[src/rtl/iram_loader.sv]
// Byte-stream program loader: frames UART bytes into instruction words for the micro
// core's IRAM and releases the core once a frame with a good checksum has landed.
module iram_loader #(
    parameter int          WIDTH          = 16,
    parameter int          IRAM_ADDR_BITS = 8,
    parameter logic [7:0]  SYNC_BYTE      = 8'hA5,
    parameter int          TIMEOUT        = 1000000
) (
    input  logic                      clk,
    input  logic                      reset,
    input  logic [7:0]                rx_data,
    input  logic                      rx_valid,
    output logic [IRAM_ADDR_BITS-1:0] iram_wa,
    output logic                      iram_wen,
    output logic [WIDTH-1:0]          iram_din,
    output logic                      loading,
    output logic                      cpu_run,
    output logic                      load_done,
    output logic                      load_err,
    output logic [IRAM_ADDR_BITS:0]   words_loaded
);

    localparam int AW = IRAM_ADDR_BITS;
    localparam int TW = $clog2(TIMEOUT) + 1;

    localparam logic [2:0] S_IDLE  = 3'd0;
    localparam logic [2:0] S_COUNT = 3'd1;
    localparam logic [2:0] S_HI    = 3'd2;
    localparam logic [2:0] S_LO    = 3'd3;
    localparam logic [2:0] S_CSUM  = 3'd4;

    // A count byte of 0 stands for a full IRAM, which needs the extra top bit.
    localparam logic [8:0]    MAX_WORDS  = 9'(1 << AW);
    localparam logic [AW:0]   FULL_COUNT = {1'b1, {AW{1'b0}}};
    localparam logic [AW:0]   ONE_WORD   = (AW+1)'(1);
    localparam logic [AW-1:0] ONE_ADDR   = AW'(1);
    localparam logic [TW-1:0] TIMER_LAST = TW'(TIMEOUT - 1);
    localparam logic [TW-1:0] TIMER_ONE  = TW'(1);

    logic [2:0]    state;
    logic [AW-1:0] addr;
    logic [AW:0]   target;
    logic [7:0]    hi_byte;
    logic [7:0]    csum;
    logic [TW-1:0] timer;
    logic          timeout_hit;
    logic [AW:0]   words_next;

    // A byte arriving on the expiry cycle takes priority over the timeout.
    assign timeout_hit = (state != S_IDLE) && !rx_valid && (timer == TIMER_LAST);
    assign words_next  = words_loaded + ONE_WORD;

    always_ff @(posedge clk or negedge reset) begin
        if (!reset) begin
            state        <= S_IDLE;
            addr         <= '0;
            target       <= '0;
            hi_byte      <= '0;
            csum         <= '0;
            timer        <= '0;
            iram_wa      <= '0;
            iram_wen     <= 1'b0;
            iram_din     <= '0;
            loading      <= 1'b0;
            cpu_run      <= 1'b0;
            load_done    <= 1'b0;
            load_err     <= 1'b0;
            words_loaded <= '0;
        end else begin
            iram_wen  <= 1'b0;
            load_done <= 1'b0;

            if (state == S_IDLE || rx_valid) begin
                timer <= '0;
            end else begin
                timer <= timer + TIMER_ONE;
            end

            if (timeout_hit) begin
                load_err <= 1'b1;
                state    <= S_IDLE;
                loading  <= 1'b0;
            end else if (rx_valid) begin
                case (state)
                    S_IDLE: begin
                        if (rx_data == SYNC_BYTE) begin
                            cpu_run      <= 1'b0;
                            load_err     <= 1'b0;
                            words_loaded <= '0;
                            state        <= S_COUNT;
                            loading      <= 1'b1;
                        end
                    end
                    S_COUNT: begin
                        if ({1'b0, rx_data} > MAX_WORDS) begin
                            load_err <= 1'b1;
                            state    <= S_IDLE;
                            loading  <= 1'b0;
                        end else begin
                            target <= (rx_data == 8'd0) ? FULL_COUNT : (AW+1)'(rx_data);
                            addr   <= '0;
                            csum   <= '0;
                            state  <= S_HI;
                        end
                    end
                    S_HI: begin
                        hi_byte <= rx_data;
                        csum    <= csum ^ rx_data;
                        state   <= S_LO;
                    end
                    S_LO: begin
                        csum         <= csum ^ rx_data;
                        iram_wa      <= addr;
                        iram_din     <= WIDTH'({hi_byte, rx_data});
                        iram_wen     <= 1'b1;
                        addr         <= addr + ONE_ADDR;
                        words_loaded <= words_next;
                        state        <= (words_next == target) ? S_CSUM : S_HI;
                    end
                    S_CSUM: begin
                        if (rx_data == csum) begin
                            cpu_run   <= 1'b1;
                            load_done <= 1'b1;
                        end else begin
                            load_err <= 1'b1;
                        end
                        state   <= S_IDLE;
                        loading <= 1'b0;
                    end
                    default: begin
                        state   <= S_IDLE;
                        loading <= 1'b0;
                    end
                endcase
            end
        end
    end

endmodule

[config.mk]
export PLATFORM = sky130hd
export DESIGN_NAME = iram_loader
export DESIGN_NICKNAME = d
export VERILOG_FILES = /design/src/rtl/iram_loader.sv
export SDC_FILE = /design/constraint.sdc
export NUM_CORES = 1
export LEC_CHECK = 0
export ABC_AREA = 0
export ABC_CLOCK_PERIOD_IN_PS = 2100
export CORE_MARGIN = 5
export CORE_UTILIZATION = 56
export DETAILED_ROUTE_END_ITERATION = 10
export PLACE_DENSITY = 0.79
export SYNTH_ARGS = -nofsm -noshare
export SYNTH_HDL_FRONTEND = slang
export SYNTH_SLANG_ARGS = --single-unit
[constraint.sdc]
create_clock -name clk -period 2.1 [get_ports clk]
set_clock_uncertainty 0.1 [all_clocks]
set_input_delay 0.315 -clock clk [delete_from_list [all_inputs] [get_ports clk]]
set_output_delay 0.315 -clock clk [all_outputs]
set_load 0.05 [all_outputs]
==> Implementation_results.wiki <==
{| class="wikitable"
! Metric !! Value
|-
| Result of the run || complete, no violations
|-
| Reported max-cap violation count || 0
|-
| ANT cells || 0
|-
| Instance count of the mapped netlist || 459
|-
| Detail Placement HPWL || roughly 7300 um
|-
| Final period util || 97.8%
|-
| Pwr Density || 1210 nW/um^2
|-
| Endpoint kind of the worst setup timing path || output pin
|-
| GRT Util Overall || between 20% and 30%
|-
| Family of cells with the greatest summed delay on the critical path || buffers and inverters
|-
| Async S/R FF share, synth || 100%
|-
| Number of clock sinks seen by CTS || 95
|-
| Site row count || 32
|-
| Worst setup path class || register to output pin
|-
| Worst path bufs/invs || 1
|-
| Data arrival, critical path || between 1.5 and 2 ns
|-
| Slack of the worst reg-to-reg path || 0.16 ns
|-
| Critical register-to-register path endpoint || state[1]
|-
| # IOs || around 50
|-
| Core Region || 7810 sq um
|-
| H-Tree Level Count || 3
|-
| Most frequent standard cell in the layout excluding fill and tap cells || nand2_1
|-
| Worst flop-to-flop path startpoint || timer[2]
|-
| Post-synthesis average cell area || 9.88 sq um
|-
| Die Outline Area || around 10000 sq um
|-
| Max transition margin || 62.4%
|-
| Net count of the mapped netlist || 473
|-
| Placement Cell Area || roughly 5400 sq um
|-
| Largest net degree at the start of global routing || 44
|-
| Leading cell types in the layout, fill and taps excluded || nand2_1 (94), dfrtp_1 (93), buf_4 (40), clkdlybuf4s50_1 (39), nor2_1 (31)
|-
| Sequential share of the synthesized area || 52.4%
|-
| Final instance area || 5600 sq um
|-
| Initial antenna violation count || 0
|-
| Share of final-layout standard cells stronger than drive strength 1 || 14.9%
|-
| Fraction of the core area covered by cells at the end of the flow || 71.7%
|-
| Initial DRC count || about 160
|-
| Worst Hold Path Cells || 3
|-
| Final hold violations || 0
|-
| Time the worst path needs with I/O delays and setup || 2.05 ns
|-
| Crit path largest cell delay || roughly 0.83 ns
|-
| Worst-Margin Slew || 0.565 ns
|-
| Startpoint type of the worst setup path || register
|-
| Launch instance of the worst min-delay path || rx_data[6]
|-
| Number of filler instances in the final layout || ~590
|-
| Worst skew pair latency || 0.36 ns
|-
| Routed wire per std cell || about 16 um
|-
| Global-route wire length before repair || approximately 18000 um
|-
| CTS tree || done
|-
| Top FF cell, synth || dfrtp_1
|-
| Required time at the worst-slack endpoint || 1.68 ns
|-
| Worst-case reg-to-reg path depth || 5
|-
| Clock Path Buffers || 2
|-
| Slowest library cell on the worst path || clkdlybuf4s50_1
|-
| Vias in the first global route || 3742
|-
| Area added between synthesis and finish || 23.4%
|-
| WL final || between 10000 and 15000 um
|-
| Sequential cell area in the final layout || 2380 sq um
|-
| Final net count || ~550
|-
| Warnings from Yosys || 0
|-
| Chain of cells forming the critical path || clkdlybuf4s50_1
|-
| Synthesized area || 4540 sq um
|-
| RSZ-0062 raised after global routing || false
|-
| Number of buffer cells added on primary ports || 48
|-
| EDFF count, synth || 0
|-
| Via density per instance || roughly 5.7
|-
| Number of CTS-inserted buffers || 9
|-
| Vias post-DR || 3658
|-
| Cell variety after synth || 48
|-
| Remaining antenna violation count || 0
|-
| Multi-input combinational cell area || 2050 sq um
|-
| Gr ovfl total || 0
|-
| Die height || 100 um
|-
| Length of the first detailed-routing pass in iterations || 6
|-
| Final setup violation count || 0
|-
| Class of the tightest hold or removal check || primary input to register
|-
| Initial standard-cell utilization of the core || between 50 and 60%
|-
| CP max FO || 6
|-
| Main area contributors after synthesis || dfrtp_1 (52%), nand2_1 (7.8%), xnor2_1 (4.4%)
|-
| Fraction of synthesized cell area taken by the top area cell type || a little over half
|-
| Destination of the worst hold path || iram_din[6]
|-
| Remaining routing DRC violations || 0
|-
| Final Max Tran Viols || 0
|-
| Post-synthesis cell type with the largest combined area || dfrtp_1
|-
| Clock transition time at the flip-flop clock pins of the worst setup and hold paths || 0.10 ns
|-
| Post-synthesis register bit count || 95
|-
| Placer's final routability congestion estimate || 0.803
|-
| Die Wd || 100 um
|-
| Post-CTS Repair Setup Buffers || 0
|-
| Clock Tree Root || clkbuf_8
|-
| Worst supply voltage drop on vdd || 748 uV
|-
| Achievable clock frequency || 487 MHz
|-
| Leakage component of the power || 0.00257 uW
|}
synth_stat cells (3+ instances only):
cell / number
nor3_1: 8
nor2_1: 31
nand2_1: 94
xor2_1: 13
and4_1: 4
o31ai_1: 5
and3_1: 6
clkbuf_1: 10
or3_1: 5
ha_1: 3
a22o_1: 9
nand4_1: 14
inv_1: 7
a21oi_1: 12
xnor2_1: 23
dfrtp_1: 95
nand3_1: 15
o21ai_0: 30
mux2_2: 16
nand2b_1: 17
buf_2: 6
what timing repair did:
| item | 4_1_cts | 5_1_grt |
|---|---|---|
| resized for setup | 4 | 5 |
| endpoints found under the hold margin | 40 | 0 |
| pin swaps | 0 | 0 |
| hold buffers | 1 | 0 |
| endpoints found under the setup margin | 4 | 8 |
| cloned | 0 | 0 |
metrics by stage:
| stage | setup TNS [ns] | setup WS, ns | hold slack [ns] | instances | power (uW) |
|---|---|---|---|---|---|
| 2_1_floorplan | 0 | 0.00103 | -0.0806 | 459 | 4490 |
| 3_3_place_gp | -2.76 | -0.278 | 0.247 | 629 | 5390 |
| 3_5_place_dp | -3.67 | -0.376 | 0.252 | 629 | 5500 |
| 4_1_cts | 0 | 0.0111 | 0.382 | 645 | 6830 |
| 5_1_grt | 0 | 0.00228 | 0.229 | 645 | 7150 |
| 6_report | 0 | 0.0471 | 0.196 | 645 | 6790 |
where the power goes:
group / internal (uW) / switching, uW
clock: 669 / 631
sequential: 2300 / 381
combinational: 1130 / 1680
total: 4100 / 2690
sequential cells by signal, summed over array words and instances, names as in the netlist, 3 cells and up:
name	count
target	9
timer	21
words_loaded	9
iram_din	16
iram_wa	8
hi_byte	8
addr	8
state	3
csum	8
kinds of logic (layout without fill, tap and decap cells):
logic type,after synthesis,count (layout),share of synthesized area [%]
AND/OR/NAND/NOR,210,210,22.3
flip-flops,95,95,52.4
AO/OA/AOI/OAI,71,71,10.5
XOR/XNOR,36,36,6.95
buffers and inverters,26,110,2.56
multiplexers,18,18,4.41
adder cells (fa/ha/maj),3,3,0.827
per-layer routing:
metal	routed length, um	track usage (%)
met2	5200	37.4
met1	4540	29.9
met3	535	3.75
met5	0	0
met4	240	7.88
worst max path at each step:
stage                    start         endpoint  cells past startpoint
2_1_floorplan  words_loaded[2]         state[1]                      7
3_3_place_gp        rx_data[6]  words_loaded[4]                      6
3_5_place_dp        rx_data[6]  words_loaded[4]                      6
4_1_cts        words_loaded[3]  words_loaded[3]                      1
5_1_grt        words_loaded[1]  words_loaded[1]                      1
6_report       words_loaded[1]  words_loaded[1]                      1
area by class of cell:
class / instances / share of cell area (%)
tap: 102 / 2.28
sequential: 95 / 42.5
clock inverter: 5 / 1.50
clock buffer: 10 / 2.28
inverter: 7 / 0.469
timing repair buffer: 88 / 14.2
multi-input combinational: 338 / 36.7
No activity file was read; power rests on OpenSTA's default activity.
